File: src/rtl/bram_dual_client_arbiter_if.sv
// Client request/grant/read-return signals and the block RAM port signals shared
// between the two clients, the arbiter and the RAM instance.
interface bram_dual_client_arbiter_if #(
    parameter int ADDR_W = 4,
    parameter int DATA_W = 2
);
    logic              c0_req,    c1_req;
    logic              c0_we,     c1_we;
    logic [ADDR_W-1:0] c0_addr,   c1_addr;
    logic [DATA_W-1:0] c0_wdata,  c1_wdata;
    logic              c0_gnt,    c1_gnt;
    logic              c0_rvalid, c1_rvalid;
    logic [DATA_W-1:0] c0_rdata,  c1_rdata;

    logic              ram_w_en,   ram_r_en;
    logic [ADDR_W-1:0] ram_w_addr, ram_r_addr;
    logic [DATA_W-1:0] ram_w_data;
    logic [DATA_W-1:0] ram_r_data;

    // Arbiter side
    modport slave (
        input  c0_req, c1_req, c0_we, c1_we, c0_addr, c1_addr, c0_wdata, c1_wdata,
        input  ram_r_data,
        output c0_gnt, c1_gnt, c0_rvalid, c1_rvalid, c0_rdata, c1_rdata,
        output ram_w_en, ram_r_en, ram_w_addr, ram_r_addr, ram_w_data
    );

    // Clients plus RAM side
    modport master (
        output c0_req, c1_req, c0_we, c1_we, c0_addr, c1_addr, c0_wdata, c1_wdata,
        output ram_r_data,
        input  c0_gnt, c1_gnt, c0_rvalid, c1_rvalid, c0_rdata, c1_rdata,
        input  ram_w_en, ram_r_en, ram_w_addr, ram_r_addr, ram_w_data
    );
endinterface

File: src/rtl/bram_dual_client_arbiter.sv
// Round-robin sharing of a simple dual-port RAM (one write, one registered read
// port) between two clients, with read data routed back to the issuing client.
module bram_dual_client_arbiter #(
    parameter int ADDR_W = 4,
    parameter int DATA_W = 2
) (
    input  logic                         clk,
    input  logic                         rst,
    bram_dual_client_arbiter_if.slave    bus
);
    logic              w0, w1, r0, r1;
    logic              wg0, wg1, rs0, rs1, rg0, rg1;
    logic              hazard;
    logic              wptr, rptr;
    logic              vld_p1, tag_p1;
    logic [ADDR_W-1:0] w_addr_p0, r_addr_p0;
    logic [DATA_W-1:0] w_data_p0;

    // Stage p0: combinational arbitration and RAM port steering
    always_comb begin
        w0 = bus.c0_req &  bus.c0_we;
        w1 = bus.c1_req &  bus.c1_we;
        r0 = bus.c0_req & ~bus.c0_we;
        r1 = bus.c1_req & ~bus.c1_we;

        wg0 = ~rst & w0 & (~w1 | ~wptr);
        wg1 = ~rst & w1 & (~w0 |  wptr);

        w_addr_p0 = '0;
        w_data_p0 = '0;
        if (wg0) begin
            w_addr_p0 = bus.c0_addr;
            w_data_p0 = bus.c0_wdata;
        end else if (wg1) begin
            w_addr_p0 = bus.c1_addr;
            w_data_p0 = bus.c1_wdata;
        end

        rs0 = ~rst & r0 & (~r1 | ~rptr);
        rs1 = ~rst & r1 & (~r0 |  rptr);

        // A read colliding with this cycle's write waits one cycle so it sees the new data
        hazard = (wg0 | wg1) & (rs0 | rs1)
               & ((rs1 ? bus.c1_addr : bus.c0_addr) == w_addr_p0);
        rg0 = rs0 & ~hazard;
        rg1 = rs1 & ~hazard;

        r_addr_p0 = '0;
        if (rg0)      r_addr_p0 = bus.c0_addr;
        else if (rg1) r_addr_p0 = bus.c1_addr;
    end

    assign bus.c0_gnt     = wg0 | rg0;
    assign bus.c1_gnt     = wg1 | rg1;
    assign bus.ram_w_en   = wg0 | wg1;
    assign bus.ram_w_addr = w_addr_p0;
    assign bus.ram_w_data = w_data_p0;
    assign bus.ram_r_en   = rg0 | rg1;
    assign bus.ram_r_addr = r_addr_p0;

    // Stage p1: pointers update on contention only; tag follows the read into the RAM
    always_ff @(posedge clk) begin
        if (rst) begin
            wptr   <= 1'b0;
            rptr   <= 1'b0;
            vld_p1 <= 1'b0;
            tag_p1 <= 1'b0;
        end else begin
            if (w0 & w1)              wptr <= ~wptr;
            if (r0 & r1 & (rg0 | rg1)) rptr <= ~rptr;
            vld_p1 <= rg0 | rg1;
            if (rg0 | rg1)            tag_p1 <= rg1;
        end
    end

    assign bus.c0_rvalid = ~rst & vld_p1 & ~tag_p1;
    assign bus.c1_rvalid = ~rst & vld_p1 &  tag_p1;
    assign bus.c0_rdata  = bus.ram_r_data;
    assign bus.c1_rdata  = bus.ram_r_data;
endmodule

File: src/flat_wrapper.sv
// flat-port wrapper written by rule: the top's interface ports become plain ports
module bram_dual_client_arbiter_flat 
#(
    parameter int ADDR_W = 4,
    parameter int DATA_W = 2
)
  (clk, rst, bus_c0_req, bus_c1_req, bus_c0_we, bus_c1_we, bus_c0_addr, bus_c1_addr, bus_c0_wdata, bus_c1_wdata, bus_ram_r_data, bus_c0_gnt, bus_c1_gnt, bus_c0_rvalid, bus_c1_rvalid, bus_c0_rdata, bus_c1_rdata, bus_ram_w_en, bus_ram_r_en, bus_ram_w_addr, bus_ram_r_addr, bus_ram_w_data);
  bram_dual_client_arbiter_if #(.ADDR_W(ADDR_W), .DATA_W(DATA_W)) bus_i ();
  input  logic clk;
  input  logic rst;
  input wire logic [$bits(bus_i.c0_req)-1:0] bus_c0_req;
  input wire logic [$bits(bus_i.c1_req)-1:0] bus_c1_req;
  input wire logic [$bits(bus_i.c0_we)-1:0] bus_c0_we;
  input wire logic [$bits(bus_i.c1_we)-1:0] bus_c1_we;
  input wire logic [$bits(bus_i.c0_addr)-1:0] bus_c0_addr;
  input wire logic [$bits(bus_i.c1_addr)-1:0] bus_c1_addr;
  input wire logic [$bits(bus_i.c0_wdata)-1:0] bus_c0_wdata;
  input wire logic [$bits(bus_i.c1_wdata)-1:0] bus_c1_wdata;
  input wire logic [$bits(bus_i.ram_r_data)-1:0] bus_ram_r_data;
  output wire logic [$bits(bus_i.c0_gnt)-1:0] bus_c0_gnt;
  output wire logic [$bits(bus_i.c1_gnt)-1:0] bus_c1_gnt;
  output wire logic [$bits(bus_i.c0_rvalid)-1:0] bus_c0_rvalid;
  output wire logic [$bits(bus_i.c1_rvalid)-1:0] bus_c1_rvalid;
  output wire logic [$bits(bus_i.c0_rdata)-1:0] bus_c0_rdata;
  output wire logic [$bits(bus_i.c1_rdata)-1:0] bus_c1_rdata;
  output wire logic [$bits(bus_i.ram_w_en)-1:0] bus_ram_w_en;
  output wire logic [$bits(bus_i.ram_r_en)-1:0] bus_ram_r_en;
  output wire logic [$bits(bus_i.ram_w_addr)-1:0] bus_ram_w_addr;
  output wire logic [$bits(bus_i.ram_r_addr)-1:0] bus_ram_r_addr;
  output wire logic [$bits(bus_i.ram_w_data)-1:0] bus_ram_w_data;
  assign bus_i.c0_req = bus_c0_req;
  assign bus_i.c1_req = bus_c1_req;
  assign bus_i.c0_we = bus_c0_we;
  assign bus_i.c1_we = bus_c1_we;
  assign bus_i.c0_addr = bus_c0_addr;
  assign bus_i.c1_addr = bus_c1_addr;
  assign bus_i.c0_wdata = bus_c0_wdata;
  assign bus_i.c1_wdata = bus_c1_wdata;
  assign bus_i.ram_r_data = bus_ram_r_data;
  assign bus_c0_gnt = bus_i.c0_gnt;
  assign bus_c1_gnt = bus_i.c1_gnt;
  assign bus_c0_rvalid = bus_i.c0_rvalid;
  assign bus_c1_rvalid = bus_i.c1_rvalid;
  assign bus_c0_rdata = bus_i.c0_rdata;
  assign bus_c1_rdata = bus_i.c1_rdata;
  assign bus_ram_w_en = bus_i.ram_w_en;
  assign bus_ram_r_en = bus_i.ram_r_en;
  assign bus_ram_w_addr = bus_i.ram_w_addr;
  assign bus_ram_r_addr = bus_i.ram_r_addr;
  assign bus_ram_w_data = bus_i.ram_w_data;
  bram_dual_client_arbiter #(.ADDR_W(ADDR_W), .DATA_W(DATA_W)) u_core (.clk(clk), .rst(rst), .bus(bus_i));
endmodule
File: config.mk
export PLATFORM = sky130hd
export DESIGN_NAME = bram_dual_client_arbiter_flat
export DESIGN_NICKNAME = d
export VERILOG_FILES = /design/src/rtl/bram_dual_client_arbiter_if.sv /design/src/rtl/bram_dual_client_arbiter.sv /design/src/flat_wrapper.sv
export SDC_FILE = /design/constraint.sdc
export NUM_CORES = 1
export LEC_CHECK = 0
export BUFFER_PORTS_ARGS = -buffer_cell sky130_fd_sc_hd__buf_2
export CAP_MARGIN = 20
export CORE_MARGIN = 2
export CORE_UTILIZATION = 35
export CTS_CLUSTER_SIZE = 16
export DETAILED_ROUTE_END_ITERATION = 12
export PLACE_DENSITY = 0.68
export SYNTH_ARGS = -nofsm -noshare
export SYNTH_HDL_FRONTEND = slang
export SYNTH_SLANG_ARGS = --single-unit
File: constraint.sdc
create_clock -name clk -period 2.7 [get_ports clk]
set_input_delay 0.405 -clock clk [delete_from_list [all_inputs] [get_ports clk]]
set_output_delay 0.405 -clock clk [all_outputs]
set_load 0.05 [all_outputs]
* Yosys cells after proc, flatten, opt, wreduce, memory -nomap -nowiden
Index checks and enable logic that the tools add are counted.
W data, S select, Z words.
** Storage, ports and cells
- Register bits :: 4
- Input port bits :: 20
- Output and inout bits :: 20
- Word-level logic and storage cells :: 54
** Cells by class
- Equal/unequal tests :: 1
- Multiplexer cells :: 7
- Bitwise operators :: 42
** Operator list (count)
- $and A1 B1 Y1 :: 22
- $mux W4 :: 5
- $not A1 Y1 :: 11
- $or A1 B1 Y1 :: 9
- $eq A4 B4 Y1 :: 1
- $mux W2 :: 2

* Longest topological paths before layout
- Depth in word-level cells :: 12
- Mapped depth :: 9
- Depth with buffers taken out :: 6

* Worst setup path after synthesis
No wires, ideal clock.
- Path type :: input-to-output
- Start :: input port rst
- End :: output port bus_ram_r_en
- Arrival time :: 2.780 ns
- Data required time :: 2.295 ns
- Slack :: -0.485 ns
- Stages :: 9
- Buffers on the path :: 3
- Path through :: buf_2 and3b_1 and2_1 clkbuf_1 a211o_1 a21oi_1 and2_1 buf_6 a211oi_1
** On the way
- Word-level cells in the longest chain between the ends :: 10
- Elaborated cells on any way between the ends :: 21
- Those cells by class :: 1 x eq/ne; 3 x mux; 17 x bitwise
** Ends and longest elaborated chain
- from (decl) :: RTL line flat_wrapper.sv:10 : input logic rst;
- $not A1 Y1 *
- $and A1 B1 Y1 (2 in series) :: RTL line bram_dual_client_arbiter.sv:27 : wg1 = ~rst & w1 & (~w0 | wptr);
- $mux W4 :: RTL line bram_dual_client_arbiter.sv:34 : end else if (wg1) begin
- $mux W4 :: RTL line bram_dual_client_arbiter.sv:31 : if (wg0) begin
- $eq A4 B4 Y1 :: RTL line bram_dual_client_arbiter.sv:44 : & ((rs1 ? bus.c1_addr : bus.c0_addr) == w_addr_p0);
- $and A1 B1 Y1 :: RTL line bram_dual_client_arbiter.sv:44
- $not A1 Y1 :: RTL line bram_dual_client_arbiter.sv:45, bram_dual_client_arbiter.sv:46
- $and A1 B1 Y1, on equally long branches :: RTL line bram_dual_client_arbiter.sv:45, bram_dual_client_arbiter.sv:46
- $or A1 B1 Y1 * :: RTL line bram_dual_client_arbiter.sv:58 : assign bus.ram_r_en = rg0 | rg1;
- to (decl) :: RTL line flat_wrapper.sv:27 : output wire logic [$bits(bus_i.ram_r_en)-1:0] bus_ram_r_en;
Mark *: on every way between the ends. The rest lies on a longest branch, timed or not.

* Worst setup path in the final report
- Start :: register u_core.rptr
- End :: output port bus_ram_r_en
** On the way
- Word-level cells in the longest chain between the ends :: 9
- Elaborated cells on any way between the ends :: 14
- Those cells by class :: 1 x eq/ne; 1 x mux; 12 x bitwise
** Ends and longest elaborated chain
- from (decl) :: RTL line bram_dual_client_arbiter.sv:14 : logic wptr, rptr;
- from (signal assigned) :: RTL line bram_dual_client_arbiter.sv:70 : if (r0 & r1 & (rg0 | rg1)) rptr <= ~rptr;
- parallel branches: the longest is 8 deep, another holds $mux W4
- $or A1 B1 Y1 * :: RTL line bram_dual_client_arbiter.sv:58
Mark *: on every way between the ends.

==> summary.md <==
| Metric | Value |
|---|---|
| Run status | finished clean |
| Final min period | 2.62 ns |
| Clock tree buffer depth | 2 |
| Total GRT Usage | 0.179 |
| Fin crit share | 0.969 |
| TNS Setup | 0 ns |
| Avg Cell Area, Syn | 6.90 um2 |
| Syn Inst Count | 90 |
| Antenna diode count | 0 |
| Met1 Resource Use GR | 0.204 |
| Final hold vios | 0 |
| Drc violations | 0 |
| Slew @ Worst Pin | 0.409 ns |
| Routability congestion estimate from global placement | 0.842 |
| First-pass GRT wire length | 2760 um |
| Sequential fraction of the synthesis area | 0.129 |
| Post-DR wirelength/cell | 12.4 um |
| Layout fillers | 172 |
| CTS Sinks | 4 |
| VDD IR max | 160 uV |
| GR Util met3 | 0.0392 |
| Top FF cell, synth | dfxtp_1 |
| Port Buffers | 33 |
| Required @ worst endpoint | 2.30 ns |
| Core ar. | 1690 um2 |
| Vias in the first global route | 684 |
| H-tree lvl count | 1 |
| List of most frequent post-synthesis cells | nand2_1, o21ai_0, inv_1 |
| Post-synth top area cell | dfxtp_1 |
| Multi-input gate area | 500 um2 |
| Area grow syn2layout | 44.4% |
| Remaining Overflow, GRT | 0 |
| Vias/cell | 5.68 |
| Top Usage Layer GRT | met2 |
| Fin. max-slew vios | 0 |
| Final setup fails | 0 |
| Cts bufs inserted | 3 |
| PwrDens | 325 nW/um2 |
| Wirelength, routed | 1800 um |
| DIE WIDTH | 46.1 um |
| Synthesized Nets | 110 |
| Initial antenna violation count | 0 |
| Post-DP HPWL | 1460 um |
| DRT antenna net count | 0 |
| Ranking of synthesized cells by area | dfxtp_1, o21ai_0, a22oi_1 |
| Top-count cell post-synth | nand2_1 |
| Largest net degree at the start of global routing | 12 |
| Initial DRC Count | 18 |
| Final hold slack | 0.452 ns |
| CP Launch Type | register |
| Layout cells sized above 1 | 0.438 |
| Root Buffer | clkbuf_4 |
| Netlist cell types | 42 |
| RSZ-0062 raised after global routing | no |
| Cell area after placement | 841 um2 |
| Post-CTS Hold Buffers | 0 |
| CP Max Fanout | 5 |
| Worst-path clk slew | 0.04 ns |
| Reg area | 80.1 um2 |
| Setup crit end kind | output pin |
| Fmax | 382 MHz |
| M2 GR Usage | 0.308 |
| Pleak | 0.439 nW |
| Clock latency on the worst-skew pair | 0.25 ns |
| TritonCTS clock tree | built |
| Worst clock skew | 0.00990 ns |
| DIE AREA | 2130 um2 |
| Post-synth ARST share | 0 |
| Share of Yosys cell area claimed by the top area cell type | 0.129 |
| Post-route cell area | 896 um2 |
| Hold crit path type | in2reg |
| Worst EP arrival | 2.21 ns |
| Maxcap violations | 0 |
| Die height | 46.1 um |
| Ports | 40 |
| Number of synthesized flops with an enable pin | 0 |
| First drt pass iteration count | 4 |
| Initial Util | 0.367 |
| #FFs+latches synth | 4 |
| R2R Setup Slk | 0.81 ns |
| Total power | 0.000291 W |
| Synthesis Warnings | 0 |
| Critical path class | reg2out |
| FP Rows | 15 |
| Final net count | 150 |
| DR vias | 823 |
| Slew margin rel. | 0.726 |
| Synthesized area | 621 um2 |
## through the flow
step                worst slack, ns  cells   util
floorplan                  -0.00172     90      -
global placement              0.132    142  0.498
detailed placement           0.0491    142  0.498
CTS                       0.0000637    145  0.513
global route                0.00361    145  0.530
finish                       0.0844    145  0.530
## flip-flops by register name, indices dropped and copies added, names as in the netlist
name,cells
u_core.tag_p1,1
u_core.vld_p1,1
u_core.wptr,1
u_core.rptr,1
## cell type report
type                    count  share of cell area
flip-flops and latches      4              0.0894
inverters                   7              0.0293
clock buffers               3              0.0251
repair buffers             43               0.274
multi-input cells          71               0.559
well taps                  17              0.0237
## report_power, final
part	switching (W)	internal [W]
clock	0.0000309	0.0000501
combinational	0.0000959	0.0000499
sequential	0.00000168	0.0000625
## kinds of logic (layout without fill, tap and decap cells)
| group | after synthesis | after routing | share of synthesized area |
|---|---|---|---|
| buffers and inverters | 15 | 53 | 0.129 |
| flip-flops | 4 | 4 | 0.129 |
| XOR/XNOR | 1 | 1 | 0.0141 |
| AO/OA/AOI/OAI | 37 | 37 | 0.429 |
| AND/OR/NAND/NOR | 33 | 33 | 0.298 |
## cell usage in the layout, fill, tap and decap left out, drive strengths merged, types with 2 or more instances in the layout
| cell | n |
|---|---|
| buf | 43 |
| inv | 7 |
| nor2b | 2 |
| o32ai | 2 |
| and3b | 2 |
| and3 | 2 |
| a21oi | 5 |
| and2 | 2 |
| clkbuf | 3 |
| nand2b | 2 |
| dfxtp | 4 |
| o22ai | 2 |
| a211oi | 2 |
| a22oi | 5 |
| nor2 | 5 |
| nand2 | 9 |
| o21ai | 9 |
| a22o | 2 |
| nor3 | 2 |
| or3 | 4 |
## worst max-delay path, cell delays in order (launching register included)
cell       delay, ns
dfxtp_1         0.37
nor3b_2         0.08
or3_1           0.43
a21oi_1         0.25
a2111oi_4       0.09
and2_4          0.17
buf_4           0.15
a211oi_4        0.19
buf_4           0.22
## routing by layer
| metal | vias to the layer above | wire, um |
|---|---|---|
| met4 | 0 | 46 |
| met5 | - | 0 |
| li1 | 415 | - |
| met2 | 30 | 893 |
| met3 | 7 | 108 |
| met1 | 371 | 747 |
## final timing paths
check	startpoint	endpoint	cells past startpoint
min	rst	u_core.wptr	2
max reg2reg	u_core.wptr	u_core.tag_p1	7
max	u_core.rptr	bus_ram_r_en	8
min reg2reg	u_core.wptr	u_core.wptr	2
## timing repair
action / 4_1_cts / 5_1_grt
gates resized for setup: 1 / 8
pin swaps: 0 / 3
buffers inserted: 0 / 0
setup endpoints to repair: 1 / 7
Power figures use the tool's default switching activity.
